**src/rtl/teclado_senha.sv**
```systemverilog
// 4x4 active-low matrix keypad scanner with debounce, digit accumulation and
// packet emission on confirm ('#'), exit ('*') or inactivity timeout.
module teclado_senha #(
  parameter int SCAN_CYC     = 4,
  parameter int DEBOUNCE_CYC = 20,
  parameter int TIMEOUT_CYC  = 5000
) (
  input  logic        clk,
  input  logic        rst,
  input  logic        enable,
  input  logic [3:0]  col_n,
  output logic [3:0]  lin_n,
  output logic [79:0] digitos_value,
  output logic        digitos_valid
);

  localparam int SCAN_W = (SCAN_CYC > 2) ? $clog2(SCAN_CYC) : 2;
  localparam int DEB_W  = (DEBOUNCE_CYC > 1) ? $clog2(DEBOUNCE_CYC) : 1;
  localparam int TMO_W  = (TIMEOUT_CYC > 1) ? $clog2(TIMEOUT_CYC) : 1;

  localparam logic [SCAN_W-1:0] SCAN_LAST = SCAN_W'(SCAN_CYC - 1);
  localparam logic [DEB_W-1:0]  DEB_LAST  = DEB_W'(DEBOUNCE_CYC - 1);
  localparam logic [TMO_W-1:0]  TMO_LAST  = TMO_W'(TIMEOUT_CYC - 1);

  localparam logic [79:0] PKT_EMPTY = {20{4'hF}};
  localparam logic [79:0] PKT_TMO   = {20{4'hE}};
  localparam logic [79:0] PKT_EXIT  = {{19{4'hF}}, 4'hB};

  localparam logic [3:0] KEY_STAR = 4'hE;
  localparam logic [3:0] KEY_HASH = 4'hF;

  typedef enum logic [1:0] {SCAN, DEB_PRESS, HELD, DEB_REL} state_t;

  // Internal key code: digits as their value, A-D as 'hA-'hD, '*'='hE, '#'='hF
  function automatic logic [3:0] key_of(input logic [1:0] row, input logic [1:0] col);
    logic [3:0] k;
    case ({row, col})
      4'b00_00: k = 4'h1;  4'b00_01: k = 4'h2;  4'b00_10: k = 4'h3;  4'b00_11: k = 4'hA;
      4'b01_00: k = 4'h4;  4'b01_01: k = 4'h5;  4'b01_10: k = 4'h6;  4'b01_11: k = 4'hB;
      4'b10_00: k = 4'h7;  4'b10_01: k = 4'h8;  4'b10_10: k = 4'h9;  4'b10_11: k = 4'hC;
      4'b11_00: k = KEY_STAR; 4'b11_01: k = 4'h0; 4'b11_10: k = KEY_HASH;
      default:  k = 4'hD;
    endcase
    return k;
  endfunction

  state_t             state, state_nx;
  logic [3:0]         col_p0, col_p1;
  logic [SCAN_W-1:0]  scan_cnt;
  logic [DEB_W-1:0]   deb_cnt;
  logic [1:0]         row_q, col_q;
  logic [1:0]         row_idx, low_col;
  logic [79:0]        buffer;
  logic [TMO_W-1:0]   tmo_cnt;
  logic               any_low, col_low, scan_settled, scan_run;
  logic               latch, accept, deb_clr, deb_inc;
  logic [3:0]         key_val;

  // Stage p0/p1: two-flop synchroniser on the asynchronous columns
  always_ff @(posedge clk or posedge rst) begin
    if (rst) begin
      col_p0 <= 4'hF;
      col_p1 <= 4'hF;
    end else begin
      col_p0 <= col_n;
      col_p1 <= col_p0;
    end
  end

  always_comb begin
    case (lin_n)
      4'b1110: row_idx = 2'd0;
      4'b1101: row_idx = 2'd1;
      4'b1011: row_idx = 2'd2;
      default: row_idx = 2'd3;
    endcase
    if      (!col_p1[0]) low_col = 2'd0;
    else if (!col_p1[1]) low_col = 2'd1;
    else if (!col_p1[2]) low_col = 2'd2;
    else                 low_col = 2'd3;
  end

  assign any_low = ~&col_p1;
  assign col_low = ~col_p1[col_q];
  assign key_val = key_of(row_q, col_q);
  // The synchroniser lags the row drive by two cycles, so a column is only
  // attributed to the current row once it has been driven that long (SCAN_CYC >= 3).
  assign scan_settled = (scan_cnt >= SCAN_W'(2));

  always_comb begin
    state_nx = state;
    latch    = 1'b0;
    accept   = 1'b0;
    deb_clr  = 1'b0;
    deb_inc  = 1'b0;
    case (state)
      SCAN: begin
        if (scan_settled && any_low) begin
          latch    = 1'b1;
          deb_clr  = 1'b1;
          state_nx = DEB_PRESS;
        end
      end
      DEB_PRESS: begin
        if (!col_low)               state_nx = SCAN;
        else if (deb_cnt == DEB_LAST) begin
          accept   = 1'b1;
          state_nx = HELD;
        end else                    deb_inc = 1'b1;
      end
      HELD: begin
        if (!col_low) begin
          deb_clr  = 1'b1;
          state_nx = DEB_REL;
        end
      end
      default: begin
        if (col_low)                deb_clr  = 1'b1;
        else if (deb_cnt == DEB_LAST) state_nx = SCAN;
        else                        deb_inc  = 1'b1;
      end
    endcase
    if (!enable) begin
      state_nx = SCAN;
      latch    = 1'b0;
      accept   = 1'b0;
    end
  end

  assign scan_run = !enable || (state == SCAN && !latch);

  always_ff @(posedge clk or posedge rst) begin
    if (rst) begin
      state    <= SCAN;
      scan_cnt <= '0;
      deb_cnt  <= '0;
      lin_n    <= 4'b1110;
      row_q    <= 2'd0;
      col_q    <= 2'd0;
    end else begin
      state <= state_nx;
      if (deb_clr)      deb_cnt <= '0;
      else if (deb_inc) deb_cnt <= deb_cnt + 1'b1;
      if (latch) begin
        row_q    <= row_idx;
        col_q    <= low_col;
        scan_cnt <= '0;
      end else if (scan_run) begin
        if (scan_cnt == SCAN_LAST) begin
          scan_cnt <= '0;
          lin_n    <= {lin_n[2:0], lin_n[3]};
        end else begin
          scan_cnt <= scan_cnt + 1'b1;
        end
      end
    end
  end

  // Packet stage: buffer, timeout and registered outputs
  always_ff @(posedge clk or posedge rst) begin
    if (rst) begin
      buffer        <= PKT_EMPTY;
      digitos_value <= PKT_EMPTY;
      digitos_valid <= 1'b0;
      tmo_cnt       <= '0;
    end else begin
      digitos_valid <= 1'b0;
      if (!enable) begin
        buffer  <= PKT_EMPTY;
        tmo_cnt <= '0;
      end else if (accept && key_val < 4'hA) begin
        buffer  <= {buffer[75:0], key_val};
        tmo_cnt <= '0;
      end else if (accept && key_val == KEY_HASH) begin
        digitos_value <= buffer;
        digitos_valid <= 1'b1;
        buffer        <= PKT_EMPTY;
        tmo_cnt       <= '0;
      end else if (accept && key_val == KEY_STAR) begin
        digitos_value <= PKT_EXIT;
        digitos_valid <= 1'b1;
        buffer        <= PKT_EMPTY;
        tmo_cnt       <= '0;
      end else if (buffer != PKT_EMPTY) begin
        if (tmo_cnt == TMO_LAST) begin
          digitos_value <= PKT_TMO;
          digitos_valid <= 1'b1;
          buffer        <= PKT_EMPTY;
          tmo_cnt       <= '0;
        end else begin
          tmo_cnt <= tmo_cnt + 1'b1;
        end
      end
    end
  end

endmodule

```
**config.mk**
```make
export PLATFORM = sky130hd
export DESIGN_NAME = teclado_senha
export DESIGN_NICKNAME = d
export VERILOG_FILES = /design/src/rtl/teclado_senha.sv
export SDC_FILE = /design/constraint.sdc
export NUM_CORES = 1
export LEC_CHECK = 0
export BUFFER_PORTS_ARGS = -buffer_cell sky130_fd_sc_hd__buf_2
export CORE_ASPECT_RATIO = 2
export CORE_MARGIN = 2
export CORE_UTILIZATION = 35
export CTS_CLUSTER_DIAMETER = 50
export CTS_CLUSTER_SIZE = 40
export DETAILED_ROUTE_END_ITERATION = 8
export GPL_ROUTABILITY_DRIVEN = 0
export PLACE_DENSITY = 0.58
export SYNTH_ARGS = -nofsm -noshare
export SYNTH_HDL_FRONTEND = slang
export SYNTH_SLANG_ARGS = --single-unit
```
**constraint.sdc**
```tcl
create_clock -name clk -period 7.1 [get_ports clk]
set_input_delay 0.355 -clock clk [delete_from_list [all_inputs] [get_ports clk]]
set_output_delay 0.355 -clock clk [all_outputs]
set_load 0.005 [all_outputs]
```
==> flow_summary_export.csv, run 1 <==
group,metric,value,unit
layout,nFillCells,2285,
cts,tritoncts,"built",
grt,antenna_found_initial,0,
cts,clockBufferDepth,2,
die,die_y,220,um
die,rows,79,
timing,layout_worst_path_cycle_share,49.7,%
drt,ant_nets,0,
die,die_w,112,um
synthesis,synthXorXnorAreaFrac,1.07,%
timing,maxSlewViolCount,0,
cts,clkLatencyLatePin,0.44,ns
worst_setup_path,slowest_stage,"nor4_1",
status,status,"complete, no violations",
layout,antennaDiodeCount,0,
synthesis,synth.area.mux_share,1.75,%
power,p_leak,0.00382,uW
worst_setup_path,cp_cell_sequence,"nand4_1 -> nor4_1 -> nand4_1 -> o21ai_1 -> nand3_2 -> buf_4 -> o22a_1",
die,die_area,24600,um2
worst_setup_path,cp_max_fo,60,
synthesis,yosysWarnings,0,
timing,setup-violations-final,0,
worst_hold_path,hold-path-endpoint,"scan_cnt[1]",
grt,grt_overflow_total,0,
placed_design,dp_hpwl,13500,um
synthesis,synth_fa_ha_area_share,1.66,%
layout,multiInputGateArea,2670,um2
worst_setup_path,critPathTopFamily,"simple AND/OR/NAND/NOR gates",
layout,fin_util,41.1,%
synthesis,ys.flop_type,"dfstp_2",
worst_hold_path,min_from,"enable",
die,fp.coreArea,23100,um2
grt,grt_pass1_vias,5593,
worst_setup_path,timing.rr.start,"buffer[65]",
layout,area_growth,16.3,%
synthesis,syn_nets,657,
timing,hold_viol,0,
cts,htreeDepth,4,
timing,clock.fmax,284,MHz
timing,min_period,3.53,ns
synthesis,synth_top_family_by_area,"compound AO/OA/AOI/OAI gates",
worst_setup_path,crit_path_end_kind,"flop",
synthesis,syn_avg_cell_area,12.8,um2
cts,cts_root_buf,"clkbuf_16",
worst_setup_path,cp_slowest_stage_delay,0.69,ns
worst_setup_path,required,7.47,ns
drt,drt-pass1-iter-count,6,
drt,vias,5495,
drt,totalWireLength,19800,um
synthesis,synth_edf_count,0,
drt,drc,0,
power,finalPower,2500,uW
synthesis,synth-simple-area-share,7.30,%
power,ir_worst_vdd,0.000152,V
die,boundaryPins,92,
worst_setup_path,rr_endpoint,"buffer[15]",
synthesis,synth_compound_area_share,20.7,%
power,p_per_area,264,nW/um2
worst_setup_path,r2r_slack,3.57,ns
synthesis,ys_ff_latch,199,
timing,finalSetupTns,0,ns
grt,grt_max_degree,79,
grt,grt_pass1_wl,31700,um
worst_setup_path,r2r_cells,7,
worst_setup_path,startpoint_type,"flop",
cts,cts.sinks,199,
timing,grt_setup_unrepaired,"no",
layout,final_common_cell,"dfstp_2",
layout,mostFrequentLayoutCells,"dfstp_2, o22a_1, buf_2, o21ai_0, inv_1",
drt,viasPerCell,5.40,
cts,post_cts_buffers,0,
worst_setup_path,critical_path_arrival,3.89,ns
timing,worstMarginPinSlew,0.870,ns
synthesis,yosysSeqAreaShare,63.6,%
drt,wl_per_cell,19.4,um
placed_design,placed_area,8860,um2
synthesis,synthCells,640,
layout,drive_above_1_share,43.3,%
worst_setup_path,worst-path-buf-inv,1,
synthesis,synth.distinct_cells,45,
cts,cts.reportedPaths.clkPinSlew,0.07,ns
timing,skew,0.0101,ns
worst_setup_path,cpMostUsedCell,"nand4_1",
layout,nNetsFinal,738,
worst_hold_path,hold_depth,3,
grt,grtUsageTotal,16.6,%
worst_hold_path,worstHoldPathType,"in -> reg",
synthesis,asyncSetResetFlopFracSynth,100,%
run,cap_violations,0,
die,initial_core_util,35.3,%
cts,numCtsBuffers,17,
layout,regArea,5190,um2
worst_setup_path,path_class,"reg -> reg",
drt,drtIter0Drc,303,
layout,finalInstanceArea,9500,um2
timing,worst_slew_margin_rel,42.0,%
synthesis,syn_area,8160,um2
placed_design,io_buffer_count,91,
-- cell type report --
| class | instances | share of cell area (%) |
|---|---|---|
| flip-flops and latches | 199 | 54.7 |
| repair buffers | 104 | 5.96 |
| well taps | 283 | 3.73 |
| inverters | 33 | 1.36 |
| clock inverters | 11 | 1.45 |
| multi-input cells | 366 | 28.1 |
| clock buffers | 21 | 4.74 |
-- worst reg2reg max path: stages (launching register included) --
cell	delay (ns)
dfstp_2	0.58
nand4_1	0.12
nor4_1	0.69
nand4_1	0.36
o21ai_1	0.44
nand3_2	0.47
buf_4	0.50
o22a_1	0.29
-- Yosys cell counts, drive strengths merged, types with 3 or more instances --
master | n | area, um2
o21ai | 60 | 300
or4 | 3 | 22.5
mux2i | 3 | 30.0
dfrtp | 28 | 701
ha | 10 | 125
xor2 | 8 | 70.1
o22a | 138 | 1210
nand4 | 25 | 156
a21oi | 13 | 65.1
nor2 | 22 | 82.6
or3 | 5 | 31.3
nand2 | 19 | 71.3
a31oi | 4 | 25.0
and3 | 4 | 25.0
nor4 | 6 | 52.6
mux2 | 6 | 67.6
nand3 | 10 | 50.1
dfstp | 171 | 4490
or3b | 4 | 35.0
clkbuf | 23 | 86.3
buf | 19 | 108
inv | 33 | 124
-- report_power, final --
part / internal [uW] / switching [uW]
clock network: 535 / 433
logic: 117 / 167
registers: 1200 / 47.8
total: 1860 / 648
-- per-layer routing --
layer / routed length [um] / part of all wire (%) / track usage [%]
met1: 7410 / 37 / 17.7
met2: 11200 / 57 / 31.5
met3: 630 / 3.2 / 3.63
met4: 486 / 2.5 / 6.26
met5: 0 / 0 / 0
-- cells by family (layout without fill, tap and decap cells) --
| logic type | Yosys count | in the layout |
|---|---|---|
| AOI/OAI and AO/OA | 226 | 226 |
| adders and majority gates | 11 | 11 |
| DFF | 199 | 199 |
| xor gates and xnor gates | 10 | 10 |
| muxes | 11 | 11 |
| and+or+nand+nor | 108 | 108 |
| buffers and inverters | 75 | 169 |
-- through the flow --
step                worst slack [ns]  hold WS (ns)  std cells
finish                          3.57         0.237       1017
global route                    3.45         0.274       1017
CTS                             3.67         0.231       1017
detailed placement              3.70         0.347        980
global placement                3.72         0.347        980
floorplan                       1.60         0.345        640
-- registers in the layout (all words and copies together) (netlist names), 4 cells and up --
signal and flops:
digitos_value 80, buffer 80, tmo_cnt 13, lin_n 4, deb_cnt 5, col_p1 4, col_p0 4
-- worst max-delay path by stage --
| stage | to | from | slack (ns) | cells after the start |
|---|---|---|---|---|
| floorplan | col_q[0] | rst | 1.60 | 1 |
| global placement | digitos_value[31] | col_q[0] | 3.72 | 6 |
| detailed placement | digitos_value[21] | col_q[0] | 3.70 | 6 |
| CTS | digitos_value[21] | col_q[0] | 3.67 | 6 |
| global route | digitos_value[67] | col_q[0] | 3.45 | 6 |
| finish | buffer[15] | buffer[65] | 3.57 | 7 |
-- repair_timing --
action | in CTS | in global routing
endpoints found under the hold margin | 19 | 0
resized for setup | 0 | 0
hold buffers | 5 | 0
No activity file was read; power rests on OpenSTA's default activity.
==> run 2, diff against run 1 <==
Settings changed: ABC_AREA set to 1.
Clock period 7.1 ns to 3.4 ns, I/O delays scaled along.
==> run 2 against run 1 <==
Effect of this change: utilization decreased by 0.37 points; clock skew increased by 0.00090 ns; sequential share of layout area decreased by 9.6 points; final cell count increased by 71%; cell area increased by 21%; wire length increased by 34%; fmax increased by 19%; power increased by 130%; non-clock buffer count increased by 10.
==> flow_summary_export.csv, run 2 <==
group,metric,value,unit
die,fp.coreArea,28300,um2
timing,worstMarginPinSlew,0.838,ns
synthesis,synthCells,1305,
drt,viasPerCell,4.93,
power,p_per_area,495,nW/um2
run,cap_violations,0,
grt,grtUsageTotal,18.6,%
layout,final_common_cell,"nand2_1",
drt,vias,8558,
layout,regArea,5190,um2
worst_setup_path,worst-path-buf-inv,2,
placed_design,place_inst,1698,
timing,finalSetupTns,0,ns
layout,reg.largest.list,"buffer (80), digitos_value (80), tmo_cnt (13)",
worst_setup_path,cp_slowest_stage_delay,0.50,ns
grt,grt_max_degree,102,
worst_setup_path,path_class,"reg -> reg",
power,p_leak,0.00579,uW
cts,numCtsBuffers,17,
grt,grt.met1_usage,20.0,%
timing,grt_setup_unrepaired,"no",
synthesis,synth_edf_count,0,
timing,hold_viol,0,
grt,grt_overflow_total,0,
synthesis,ys.flop_type,"dfstp_2",
worst_setup_path,cp_max_fo,43,
cts,post_cts_buffers,0,
die,die_w,124,um
grt,grt_pass1_vias,8642,
timing,skew,0.0110,ns
layout,multiInputGateArea,4190,um2
die,die_area,30200,um2
die,boundaryPins,92,
drt,drt-pass1-iter-count,5,
cts,htreeDepth,4,
power,ir_worst_vdd,0.000350,V
cts,clkLatencyLatePin,0.46,ns
synthesis,synth_top_area_share,44.6,%
synthesis,asyncSetResetFlopFracSynth,100,%
drt,ant_nets,0,
synthesis,ys_ff_latch,199,
synthesis,syn_avg_cell_area,7.72,um2
cts,tritoncts,"built",
die,die_y,244,um
grt,gr-usage-met3,3.16,%
worst_setup_path,cpMostUsedCell,"nand2_1",
layout,mostFrequentLayoutCells,"nand2_1, dfstp_2, nand3_1, buf_2, inv_1",
layout,fin_cells,1735,
status,status,"complete, no violations",
timing,clock.fmax,337,MHz
worst_setup_path,crit_path_end_kind,"flop",
synthesis,synth.area.top_cells,"dfstp_2, nand2_1, dfrtp_1",
layout,nNetsFinal,1383,
worst_setup_path,critPathTopFamily,"simple AND/OR/NAND/NOR gates",
synthesis,synth.most_common_cell,"nand2_1",
worst_setup_path,startpoint_type,"flop",
layout,fin_util,40.7,%
cts,cts_root_buf,"clkbuf_16",
synthesis,syn_nets,1322,
grt,grt_pass1_wl,43500,um
drt,wl_per_cell,15.2,um
drt,totalWireLength,26400,um
timing,layout_worst_path_cycle_share,87.3,%
cts,clockBufferDepth,2,
timing,min_period,2.97,ns
synthesis,yosysWarnings,0,
worst_setup_path,required,3.79,ns
layout,antennaDiodeCount,0,
synthesis,syn_area,10100,um2
synthesis,synth.distinct_cells,31,
timing,worst_slew_margin_rel,43.9,%
synthesis,synth_top_area_cell,"dfstp_2",
layout,area_growth,14.3,%
synthesis,synthTopCellsByCount,"nand2_1, dfstp_2, nand3_1",
die,rows,87,
cts,cts.reportedPaths.clkPinSlew,0.07,ns
grt,busiest_layer,"met2",
drt,drtIter0Drc,512,
worst_setup_path,slowest_stage,"buf_4",
grt,antenna_found_initial,0,
timing,setup-violations-final,0,
drt,drc,0,
grt,use_met2,34.2,%
placed_design,io_buffer_count,91,
layout,nFillCells,2923,
synthesis,yosysSeqAreaShare,51.6,%
cts,cts.sinks,199,
layout,drive_above_1_share,25.7,%
die,initial_core_util,35.6,%
timing,maxSlewViolCount,0,
worst_hold_path,worstHoldPathType,"in -> reg",
placed_design,dp_hpwl,17900,um
worst_setup_path,cp_cell_sequence,"inv_2 -> ha_1 -> nand2_1 -> nand3_1 -> nand2_1 -> nand2_2 -> nand3b_2 -> nand2_2 -> buf_4 -> nand4_1 -> nand2_1",
worst_setup_path,critical_path_arrival,3.36,ns
run 2: changes by cell type after synthesis, moves of 8 or more:
cell | previous run | this run
inv_1 | 33 | 91
nor2_1 | 22 | 60
buf_2 | 17 | 47
nand4_1 | 25 | 66
nand2_2 | 0 | 8
o22a_1 | 138 | 0
nand2_1 | 19 | 598
nand3_1 | 10 | 92
o21ai_0 | 59 | 14
or2_2 | 1 | 20
a21oi_1 | 13 | 28
run 2: final timing paths:
kind,startpoint,end,slack (ns),depth (start not counted)
min in group asynchronous,rst,digitos_valid,0.41,4
hold / removal,enable,state[0],0.03,3
max in group asynchronous,rst,digitos_value[79],2.50,4
setup / recovery,col_q[0],digitos_value[79],0.43,11
setup reg to reg,col_q[0],digitos_value[79],0.43,11
hold reg to reg,col_p0[0],col_p1[0],0.36,0
run 2: layout make-up:
class                      count  share of cell area [%]
multi-input combinational    937                    36.4
timing repair buffer         114                    6.32
tap                          356                    3.87
clock buffer                  22                    4.30
inverter                      97                    3.26
sequential                   199                    45.1
clock inverter                10                   0.782
run 2: through the flow:
step / hold slack (ns) / power, uW / setup WS [ns] / cell area (um2)
2_1_floorplan: 0.174 / 3400 / 0.795 / 10100
3_3_place_gp: 0.276 / 3670 / 0.557 / 10900
5_1_grt: 0.0362 / 6020 / 0.228 / 11500
4_1_cts: 0.00577 / 5790 / 0.470 / 11500
3_5_place_dp: 0.278 / 3700 / 0.490 / 10900
6_report: 0.0308 / 5700 / 0.433 / 11500
run 2: repair_timing:
item / CTS / global route
hold buffers: 5 / 0
hold endpoints to repair: 32 / 0
resized for setup: 0 / 0
run 2: report_power, final:
| part | internal, uW | switching [uW] | leakage [uW] |
|---|---|---|---|
| sequential | 2610 | 147 | 0.00217 |
| combinational | 273 | 632 | 0.00333 |
| clock | 1110 | 926 | 0.000288 |
| total | 3990 | 1710 | 0.00579 |
run 2: logic make-up after synthesis:
| family | count (synthesis) | synth area share, % |
|---|---|---|
| and+or+nand+nor | 867 | 36.5 |
| buffers and inverters | 169 | 7.03 |
| AOI/OAI and AO/OA | 48 | 2.62 |
| DFF | 199 | 51.6 |
| adders and majority gates | 10 | 1.24 |
| xor gates and xnor gates | 12 | 1.04 |
run 2: worst register-to-register path: stages, from the launching register on:
cell      delay, ns
dfrtp_1        0.49
inv_2          0.12
ha_1           0.33
nand2_1        0.07
nand3_1        0.11
nand2_1        0.12
nand2_2        0.12
nand3b_2       0.26
nand2_2        0.34
buf_4          0.51
nand4_1        0.30
nand2_1        0.14
run 2: layer usage:
metal  vias to the layer above  part of all wire, %
met2                       153                   55
met3                        46                  3.3
met1                      4138                   38
met4                         0                  3.6
met5                         -                    0
li1                       4221                    -
==> run 3, diff against run 2 <==
Settings changed: CORE_UTILIZATION 35 to 60, PLACE_DENSITY 0.58 to 0.86.
==> run 3 against run 2 <==
Effect of this change: combinational power is 0.4% lower; power rose by 0.91%; cell area fell by 1.8%; critical endpoint is now buffer[36]; highest routed layer unchanged.
==> flow_summary_export.csv, run 3 (synthesized netlist as in run 2, its figures left out) <==
group,metric,value,unit
power,ir_worst_vdd,0.000371,V
die,boundaryPins,92,
worst_hold_path,min_from,"enable",
worst_setup_path,cp_slowest_stage_delay,0.44,ns
grt,grt_pass1_vias,8554,
worst_setup_path,critPathTopFamily,"simple AND/OR/NAND/NOR gates",
grt,grt_pass1_wl,40000,um
timing,skew,0.0132,ns
layout,reg.largest.list,"buffer (80), digitos_value (80), tmo_cnt (13)",
layout,nFillCells,1309,
layout,fin_cells,1587,
cts,post_cts_resized,0,
power,p_per_area,508,nW/um2
power,finalPower,5750,uW
worst_setup_path,startpoint_type,"flop",
layout,multiInputGateArea,4190,um2
power,clkPwrFrac,36.5,%
die,die_w,95.6,um
cts,cts.sinks,199,
layout,drive_above_1_share,25.7,%
timing,hold_viol,0,
power,p_int,4000,uW
worst_setup_path,worst-path-buf-inv,3,
status,status,"complete, no violations",
drt,vias,8711,
drt,drc,0,
placed_design,io_buffer_count,91,
timing,min_period,2.94,ns
drt,ant_nets,0,
timing,grt_setup_unrepaired,"no",
worst_setup_path,timing.rr.start,"deb_cnt[0]",
cts,htreeDepth,4,
timing,worstMarginPinSlew,1.09,ns
worst_setup_path,cpMostUsedCell,"nand2_1",
worst_setup_path,crit_path_end_kind,"flop",
timing,worst_slew_margin_rel,26.8,%
timing,clock.fmax,340,MHz
cts,holdBufCountCts,5,
worst_setup_path,slowest_stage,"buf_4",
cts,cts_root_buf,"clkbuf_16",
layout,antennaDiodeCount,0,
die,rows,67,
layout,finalInstanceArea,11300,um2
worst_setup_path,cp_cell_sequence,"ha_1 -> nand2_1 -> inv_1 -> nand2_1 -> nor2_1 -> nand3_2 -> inv_4 -> nand2_2 -> nand2_2 -> nor2_1 -> o21ai_4 -> buf_4 -> nand2_1 -> nand2_1",
cts,clkLatencyLatePin,0.45,ns
worst_setup_path,cp_max_fo,42,
layout,area_growth,12.3,%
worst_setup_path,r2r_slack,0.46,ns
power,combPwrFrac,15.7,%
worst_hold_path,hold-path-endpoint,"state[0]",
placed_design,placed_area,10700,um2
layout,nNetsFinal,1384,
cts,cts.reportedPaths.clkPinSlew,0.08,ns
grt,antenna_found_initial,0,
grt,grtUsageTotal,27.8,%
worst_setup_path,path_class,"reg -> reg",
layout,mostFrequentLayoutCells,"nand2_1, dfstp_2, nand3_1, buf_2, inv_1",
worst_hold_path,hold_depth,3,
cts,clockBufferDepth,2,
power,switching_share,30.4,%
grt,grt_overflow_total,0,
worst_hold_path,worstHoldPathType,"in -> reg",
timing,layout_worst_path_cycle_share,86.5,%
drt,totalWireLength,23300,um
layout,final_common_cell,"nand2_1",
drt,drtIter0Drc,620,
cts,post_cts_buffers,0,
cts,tritoncts,"built",
placed_design,dp_hpwl,15900,um
power,p_leak,0.00579,uW
timing,setup-violations-final,0,
power,seqPwrFrac,47.9,%
worst_setup_path,required,3.78,ns
die,fp.coreArea,16600,um2
worst_setup_path,critical_path_arrival,3.32,ns
timing,maxSlewViolCount,0,
grt,grt_max_degree,140,
placed_design,place_inst,1550,
drt,wl_per_cell,14.7,um
run,cap_violations,0,
drt,viasPerCell,5.49,
timing,finalSetupTns,0,ns
worst_setup_path,rr_endpoint,"buffer[36]",
die,die_area,17900,um2
power,power.net_switching,1740,uW
worst_setup_path,r2r_cells,14,
die,initial_core_util,60.7,%
layout,regArea,5190,um2
drt,drt-pass1-iter-count,5,
cts,numCtsBuffers,17,
die,die_y,187,um
run 3: cell count changes in the layout (fill, tap and decap cells not counted):
| cell | previous run | this run |
|---|---|---|
| clkinv_4 | 1 | 3 |
| inv_8 | 0 | 4 |
| buf_4 | 11 | 16 |
| clkinvlp_4 | 3 | 1 |
| clkbuf_16 | 18 | 17 |
| inv_6 | 1 | 5 |
| clkinv_2 | 3 | 0 |
| clkbuf_8 | 3 | 0 |
| buf_12 | 7 | 3 |
| bufinv_16 | 1 | 2 |
| inv_4 | 5 | 3 |
run 3: per-layer routing:
metal	GRT usage, %	up-vias	part of all wire, %
li1	-	4226	-
met1	35.5	4154	41
met2	45.4	267	51
met3	4.15	64	4.7
met4	13.5	0	3.4
met5	0	-	0
run 3: power groups by stage:
stage	combinational, uW	sequential [uW]	clock, uW
6_report	901	2750	2100
5_1_grt	1030	2770	2230
4_1_cts	903	2750	2130
3_5_place_dp	894	2780	0
3_3_place_gp	841	2770	0
2_1_floorplan	663	2740	0
run 3: worst min-delay path: cells and delay by family:
family | cells | cell delay [ns]
AOI/OAI and AO/OA | 1 | 0.05
buffers and inverters | 2 | 0.25
run 3: cell type report:
class,count,share of cell area [%]
Sequential cell,199,45.9
Multi-Input combinational cell,937,37.0
Timing Repair Buffer,115,6.06
Clock buffer,18,3.80
Inverter,97,3.32
Tap cell,207,2.29
Clock inverter,14,1.55
run 3: worst max-delay path by stage:
stage,start,to,slack (ns),depth (start not counted)
detailed placement,deb_cnt[0],buffer[38],0.53,14
global route,deb_cnt[0],buffer[36],0.15,14
CTS,deb_cnt[0],buffer[36],0.49,14
floorplan,rst,col_q[0],0.80,1
finish,deb_cnt[0],buffer[36],0.46,14
global placement,deb_cnt[0],buffer[33],0.64,14
run 3: through the flow:
step                hold WS (ns)  setup slack (ns)  utilization [%]
finish                    0.0495             0.459             68.1
global route              0.0676             0.150             68.1
CTS                       0.0319             0.486             68.1
detailed placement         0.254             0.528             64.2
global placement           0.258             0.643             64.2
floorplan                  0.174             0.795                -
